`config.mk`:
```
export PLATFORM = sky130hd
export DESIGN_NAME = regfile_wb_arbiter
export DESIGN_NICKNAME = d
export VERILOG_FILES = /design/src/rtl/regfile_pkg.sv /design/src/rtl/regfile_wb_arbiter_rr_arb2.sv /design/src/rtl/regfile_wb_arbiter.sv
export SDC_FILE = /design/constraint.sdc
export NUM_CORES = 1
export LEC_CHECK = 0
export ABC_AREA = 0
export CAP_MARGIN = 30
export CORE_UTILIZATION = 35
export DETAILED_ROUTE_END_ITERATION = 8
export PLACE_DENSITY = 0.67
export SLEW_MARGIN = 20
export SYNTH_ARGS = -nofsm -noshare
export SYNTH_HDL_FRONTEND = slang
export SYNTH_SLANG_ARGS = --single-unit
```
`constraint.sdc`:
```
create_clock -name clk_i -period 2.9 [get_ports clk_i]
set_input_delay 0.58 -clock clk_i [delete_from_list [all_inputs] [get_ports clk_i]]
set_output_delay 0.58 -clock clk_i [all_outputs]
set_load 0.01 [all_outputs]
```
`src/rtl/regfile_pkg.sv`:
```
// Shared widths and grant encoding for the register-file writeback arbiter.
package regfile_pkg;

  localparam int unsigned DATA_W = 32;
  localparam int unsigned ADDR_W = 5;
  localparam int unsigned NREG   = 32;

  // Identifies which writeback source won the most recent transfer.
  typedef enum logic {
    GNT_ALU = 1'b0,
    GNT_LSU = 1'b1
  } grant_t;

endpackage

```
`src/rtl/regfile_wb_arbiter_rr_arb2.sv`:
```
// Two-way round-robin arbiter: bit 0 = ALU, bit 1 = LSU.
// Grants are combinational from the requests and the last-grant register.
// Every grant is a transfer, because a requester's valid is the request itself.
module rr_arb2
  import regfile_pkg::*;
(
  input  logic       clk_i,
  input  logic       rst_i,
  input  logic [1:0] req_i,
  output logic [1:0] gnt_o
);

  grant_t last_q;
  grant_t last_d;

  // One-hot grant; while reset is asserted nothing is granted.
  always_comb begin
    gnt_o = '0;
    if (!rst_i) begin
      unique case (req_i)
        2'b01:   gnt_o = 2'b01;
        2'b10:   gnt_o = 2'b10;
        2'b11:   gnt_o = (last_q == GNT_LSU) ? 2'b01 : 2'b10;
        default: gnt_o = '0;
      endcase
    end
  end

  // The last-grant state advances only when a transfer happens.
  always_comb begin
    last_d = last_q;
    if (gnt_o[0]) begin
      last_d = GNT_ALU;
    end else if (gnt_o[1]) begin
      last_d = GNT_LSU;
    end
  end

  // Reset to LSU so the ALU wins the first conflict.
  always_ff @(posedge clk_i or posedge rst_i) begin
    if (rst_i) begin
      last_q <= GNT_LSU;
    end else begin
      last_q <= last_d;
    end
  end

endmodule

```
`src/rtl/regfile_wb_arbiter.sv`:
```
// Writeback arbiter for the register file: merges ALU and LSU writebacks
// into one registered write port and tracks pending writes per register.
module regfile_wb_arbiter
  import regfile_pkg::*;
#(
  parameter int unsigned n       = DATA_W,
  parameter int unsigned address = ADDR_W,
  parameter int unsigned m       = NREG
) (
  input  logic               clk_i,
  input  logic               rst_i,
  input  logic               alu_valid_i,
  input  logic [address-1:0] alu_addr_i,
  input  logic [n-1:0]       alu_data_i,
  output logic               alu_ready_o,
  input  logic               lsu_valid_i,
  input  logic [address-1:0] lsu_addr_i,
  input  logic [n-1:0]       lsu_data_i,
  output logic               lsu_ready_o,
  input  logic               issue_valid_i,
  input  logic [address-1:0] issue_addr_i,
  input  logic [address-1:0] rs1_addr_i,
  input  logic [address-1:0] rs2_addr_i,
  output logic               rs1_busy_o,
  output logic               rs2_busy_o,
  output logic               rd_wr_o,
  output logic [address-1:0] rd_addr_o,
  output logic [n-1:0]       rd_data_o
);

  logic [1:0]         gnt;
  logic               xfer;
  logic [address-1:0] win_addr;
  logic [n-1:0]       win_data;

  logic               rd_wr_q,   rd_wr_d;
  logic [address-1:0] rd_addr_q, rd_addr_d;
  logic [n-1:0]       rd_data_q, rd_data_d;
  logic [m-1:0]       flags_q,   flags_d;

  rr_arb2 u_arb (
    .clk_i (clk_i),
    .rst_i (rst_i),
    .req_i ({lsu_valid_i, alu_valid_i}),
    .gnt_o (gnt)
  );

  assign alu_ready_o = gnt[0];
  assign lsu_ready_o = gnt[1];
  assign xfer        = |gnt;

  // Select the winning requester's address and data.
  always_comb begin
    win_addr = alu_addr_i;
    win_data = alu_data_i;
    if (gnt[1]) begin
      win_addr = lsu_addr_i;
      win_data = lsu_data_i;
    end
  end

  // Write port next state; writes to register 0 are accepted but suppressed.
  always_comb begin
    rd_wr_d   = xfer && (win_addr != '0);
    rd_addr_d = rd_addr_q;
    rd_data_d = rd_data_q;
    if (xfer) begin
      rd_addr_d = win_addr;
      rd_data_d = win_data;
    end
  end

  // Scoreboard next state: clear on completed write, then set on issue so set wins.
  always_comb begin
    flags_d = flags_q;
    if (rd_wr_q) begin
      flags_d[rd_addr_q] = 1'b0;
    end
    if (issue_valid_i && (issue_addr_i != '0)) begin
      flags_d[issue_addr_i] = 1'b1;
    end
    flags_d[0] = 1'b0;
  end

  // Registered write port and scoreboard flags.
  always_ff @(posedge clk_i or posedge rst_i) begin
    if (rst_i) begin
      rd_wr_q   <= 1'b0;
      rd_addr_q <= '0;
      rd_data_q <= '0;
      flags_q   <= '0;
    end else begin
      rd_wr_q   <= rd_wr_d;
      rd_addr_q <= rd_addr_d;
      rd_data_q <= rd_data_d;
      flags_q   <= flags_d;
    end
  end

  assign rd_wr_o    = rd_wr_q;
  assign rd_addr_o  = rd_addr_q;
  assign rd_data_o  = rd_data_q;
  assign rs1_busy_o = flags_q[rs1_addr_i];
  assign rs2_busy_o = flags_q[rs2_addr_i];

endmodule

```
; Word level (Yosys, flattened, before mapping)
; Index checks and enable logic that the tools add are counted.
[classes]
add_sub_neg = 0
multipliers = 0
div_mod_pow = 0
order_cmp = 6
eq_ne = 3
n_shift = 0
n_mux = 17
bitwise = 3
reduce_logical = 8
[ops]
columns = operator, count
row1 = 2-to-1 mux 32 bit, 3
row2 = bitwise AND 32 bit, 1
row3 = inverter 32 bit, 1
row4 = OR 32 bit, 1
row5 = < comparator 5 x 6 -> 1 bit (second input constant), 4
row6 = binary-select mux 1 bit (select 5 bit), 2
row7 = demux 1 bit (select 5 bit), 2
row8 = greater-or-equal comparator 5 x 1 -> 1 bit (second input constant), 2
row9 = nonzero test 5 bit, 2
row10 = 2-to-1 mux 1 bit, 6
row11 = case mux 2 bit (3 select lines), 1
row12 = 2-to-1 mux 5 bit, 1
row13 = equality test 2 bit (second input constant), 2
row14 = logical AND 1 bit, 4
row15 = 2-to-1 mux 2 bit, 2
row16 = equality test 2 x 1 -> 1 bit (second input constant), 1
row17 = nonzero test 2 bit, 1
row18 = OR reduction 2 bit, 1
[word_totals]
ff_bits = 70
latch_bits = 0
mem_bits_rw = 0
rom_bits = 0
in_bits = 94
out_inout_bits = 42
word_cells = 42
memories = 0

; Logic depth before layout (Yosys ltp)
[logic_depth]
depth_word = 9
depth_mapped = 6
mapped_depth_nobuf = 4

; By module
; A second synthesis with hierarchy kept.
[hier_totals]
hier_cells = 376
area_unflattened_um2 = 3692.3
[modules_own_cells]
columns = mod, instances, cells_per_inst, area_per_inst_um2, seq_area_each_um2
row1 = regfile_wb_arbiter, 1, 368, 3621.0, 1726.7
row2 = rr_arb2, 1, 8, 71.3, 26.3

; Least setup slack after synthesis
; Ideal clock, no wire load.
[synth_timing]
path_type = input to register
startpoint = in rst_i
endpoint = reg rd_data_q[0] (netlist: rd_data_o[0])
setup_ns = 0.124
arrival_time_ns = 2.821
required_time_ns = 2.776
path_slack_ns = -0.045
cell_stages = 5
n_path_buf = 1
path_cell_list = inv_1 -> o21ai_1 -> clkbuf_1 -> nand2_1 -> nand2_1
[synth_between]
elab_chain_cells = 2
elab_cells_between_ends = 3
cone_classes = mux (2) / reduce/logical (1)
[synth_lines]
columns = element, line
row1 = "start, declared", regfile_wb_arbiter.sv:11  ; input logic rst_i,
row2 = 2-to-1 mux 2 bit (*), regfile_wb_arbiter_rr_arb2.sv:19  ; if (!rst_i) begin
row3 = 2-to-1 mux 32 bit or OR reduction 2 bit (tied branches), "regfile_wb_arbiter.sv:56, regfile_wb_arbiter.sv:50"
row4 = "end signal, assigned", regfile_wb_arbiter.sv:95  ; rd_data_q <= rd_data_d;
row5 = "end, declared", regfile_wb_arbiter.sv:38  ; logic [n-1:0] rd_data_q, rd_data_d;
; Every way passes the cells marked *; elsewhere a longest branch is shown, timed or not.
; A chain may end at the register's enable or synchronous reset.

; Worst setup path after layout
[layout_timing]
startpoint = in rs1_addr_i[2]
endpoint = out rs1_busy_o
[layout_between]
elab_chain_cells = 2
[layout_lines]
columns = element, line
row1 = "start, declared", regfile_wb_arbiter.sv:22  ; input logic [address-1:0] rs1_addr_i,
row2 = binary-select mux 1 bit (select 5 bit), regfile_wb_arbiter.sv:103  ; assign rs1_busy_o = flags_q[rs1_addr_i];
row3 = 2-to-1 mux 1 bit (implied by the code), regfile_wb_arbiter.sv:103
row4 = "end, declared", regfile_wb_arbiter.sv:24  ; output logic rs1_busy_o,
; Every way passes these cells. The select of a mux whose other input is x is not followed.

==> metrics.md <==
| Metric | Value |
|---|---|
| Cells on worst reg2reg path | `5` |
| Synth Cell Area | `0.003592 mm²` |
| Initial Util | `36.42%` |
| Core Rows | `36` |
| WHS Path Cells | `2` |
| FF-to-FF End | `rd_addr_o[2]` |
| Post-DRT Antenna Nets | `0` |
| Max VDD drop | `~220 µV` |
| Distinct cells, synth | `30` |
| Syn. warnings | `0` |
| Syn Nets | `473` |
| First-pass GRT wire length | `17540 µm` |
| Avg WL per Cell | `roughly 17 µm` |
| Power Density | `between 600 and 700 mW/mm²` |
| # port buffers | `135` |
| Relative slew slack | `71.88%` |
| Layout cells sized above 1 | `8.206%` |
| Multi-input gate area | `0.001730 mm²` |
| Unrepaired setup endpoints after global routing | `no` |
| Status | `complete, no violations` |
| I/O pin count | `about 140` |
| Area Growth Syn to Fin | `48.28%` |
| Initial antenna violation count | `0` |
| Die Footprint | `0.01067 mm²` |
| Grt ovf | `0` |
| Via count | `3427` |
| Drt pass-1 iters | `4` |
| Worst hold path type | `flop to flop` |
| Critical path arrival | `about 2.1 ns` |
| Worst Max-Slew Pin Slew | `0.4217 ns` |
| DRT iter0 DRCs | `171` |
| CTS Sinks | `70` |
| CTS tree | `built` |
| Max_cap viols | `0` |
| Number of global-route vias before repair | `~3400` |
| # setup viols final | `0` |
| H-tree levels | `3` |
| Setup Skew | `between 0.004 and 0.005 ns` |
| Element type at the critical path end | `primary output` |
| DRC Markers | `0` |
| Maximum achievable frequency | `369.7 MHz` |
| Largest net degree at the start of global routing | `71` |
| Crit path capture | `rs1_busy_o` |
| Max clock buf depth | `2` |
| CP Launch Point | `rs1_addr_i[2]` |
| Root Buffer | `clkbuf_8` |
| CP Max Fanout | `5` |
| Crit share post-route | `93.28%` |
| Via/cell ratio | `5.216` |
| Final TNS setup | `0 ns` |
| Die width | `103.3 µm` |
| Post-synth top area share | `slightly below 50%` |
| Post-synth top area cell | `dfrtp_1` |
| Slew Limit Fails | `0` |
| Critical path class | `input pin to primary output` |
| Ant diodes | `0` |
| Clk_lat worst skew | `0.34 ns` |
| Core box area | `0.009864 mm²` |
| Final net count | `~600` |
| Routability congestion estimate from global placement | `roughly 0.84` |
| Total Wirelength | `roughly 11000 µm` |
| DP Wirelength | `8449 µm` |
| Sequential cell area fraction in the yosys report | `48.80%` |
| Reg-to-reg startpoint | `u_arb.last_q` |
| Dpl cell area | `0.005136 mm²` |
| Worst reg2reg setup slack | `roughly 1.3 ns` |
| Register Area | `between 0.0015 and 0.002 mm²` |
| Num CTS Buffers | `9` |
| GRT Util Overall | `22.06%` |
| Cells after Synth | `379` |
| Fin crit period | `approximately 2.7 ns` |
| Critical Path RT | `2.32 ns` |
| Clock-pin slew on the worst setup and hold paths | `0.07 ns` |
| Critical Path Start Type | `input pin` |
| P_leak | `2.175 nW` |
| Filler instances | `896` |
| Die Y | `103.3 µm` |
| Final hold viol count | `0` |
| Top cells by area, synth | `dfrtp_1 (48%), nand2_1 (8.4%), o21ai_0 (8.1%)` |
| Finished Cell Area | `0.005326 mm²` |
| Synthesized flop and latch total | `70` |
| Mean area per synthesized cell | `9.478 µm²` |
[how the worst min path moves through the flow]
stage	from	endpoint	slack, ns
finish	rd_data_o[17]	rd_data_o[17]	0.48
global route	rd_data_o[28]	rd_data_o[28]	0.51
CTS	rd_data_o[18]	rd_data_o[18]	0.48
detailed placement	rd_data_o[18]	rd_data_o[18]	0.46
global placement	rd_data_o[17]	rd_data_o[17]	0.46
floorplan	flags_q[17]	flags_q[17]	0.48
[where the power goes]
part	leakage [nW]	internal [mW]	switching (mW)	total, mW
Clock	0.0910	0.348	0.355	0.703
Combinational	1.28	0.574	0.469	1.04
Sequential	0.799	1.26	0.260	1.52
Total	2.17	2.18	1.08	3.27
[routing by layer]
metal  GRT usage, %  vias up  wire (µm)
met5              0        -          0
met4          6.067        0        115
met3          7.460       11        983
met2          35.90      149       5349
met1          28.15     1611       4644
li1               -     1656          -
[placed cells by master, fill, tap and decap left out, drive strengths merged]
cell / Yosys / final
clkinv: 0 / 3
clkdlybuf4s50: 0 / 129
o211ai: 2 / 2
dfstp: 1 / 1
or4: 2 / 2
or3: 1 / 1
inv: 4 / 3
mux4: 6 / 6
dlygate4sd2: 0 / 4
buf: 12 / 17
o21ai: 70 / 70
o31ai: 1 / 1
mux2i: 23 / 23
or3b: 3 / 3
nand3: 15 / 15
a22oi: 36 / 36
clkbuf: 10 / 12
nand3b: 5 / 5
dlymetal6s2s: 0 / 1
o2111ai: 2 / 2
nor2b: 7 / 7
a211oi: 2 / 2
nand4: 3 / 3
nor2: 7 / 7
clkinvlp: 0 / 2
nand2: 80 / 80
nand2b: 10 / 10
dfrtp: 69 / 69
a21oi: 8 / 8
[layout make-up]
class,count,area share (%)
clock buffer,11,2.842
timing repair buffer,152,27.86
multi-input combinational,283,32.49
clock inverter,4,0.4228
inverter,4,0.3524
tap,133,3.124
sequential,70,32.91
[stage by stage]
stage | cells | hold WS [ns] | setup WS, ns | total power [mW] | utilization (%)
after floorplan | 379 | 0.4761 | 0.3884 | 1.999 | -
after global placement | 641 | 0.4596 | -0.2210 | 2.540 | 52.07
after detailed placement | 641 | 0.4615 | -0.2836 | 2.577 | 52.07
after CTS | 656 | 0.4796 | 0.01780 | 3.282 | 53.77
after global routing | 657 | 0.5055 | 0.03841 | 3.481 | 54.00
final | 657 | 0.4770 | 0.1948 | 3.268 | 54.00
[sequential cells by signal, summed over array words and instances (netlist names)]
name          flops
rd_addr_o         5
rd_data_o        32
u_arb.last_q      1
rd_wr_o           1
flags_q          31
[critical path, cell delays in order]
cell	delay [ns]
clkdlybuf4s50_1	0.53
buf_4	0.18
mux2i_1	0.22
nand3_1	0.10
nand3_1	0.12
nand4_1	0.10
dlygate4sd2_1	0.30
[cells by family (layout without fill, tap and decap cells)]
kind of cell           after synthesis  after routing  share of synthesized area (%)
and+or+nand+nor                    133            133                          17.03
buffers and inverters               26            171                          3.761
muxes                               29             29                          10.38
AOI/OAI and AO/OA                  121            121                          20.03
DFF                                 70             70                          48.80
[synthesized netlist by cell type]
library cell and count:
nand4_1 3, dfstp_2 1, a211oi_1 2, nand2_1 80, or3_1 1, nor2b_1 7
a22oi_1 36, or3b_1 3, nor2_1 7, clkbuf_2 2, mux4_1 2, o21ai_1 12
nand3_1 15, or4_1 2, o21ai_0 58, mux4_2 4, mux2i_1 23, clkbuf_1 8
dfrtp_1 69, nand3b_1 5, buf_4 3, a21oi_2 1, nand2b_1 10, buf_2 7
a21oi_1 7, o31ai_1 1, inv_1 4, o211ai_1 2, o2111ai_1 2, buf_6 2
[what timing repair did]
action	in CTS	in global routing
endpoints found under the setup margin	2	1
hold buffers	0	0
buffers inserted	0	0
cloned	0	0
gates resized for setup	5	4
No activity file was read; power rests on OpenSTA's default activity.
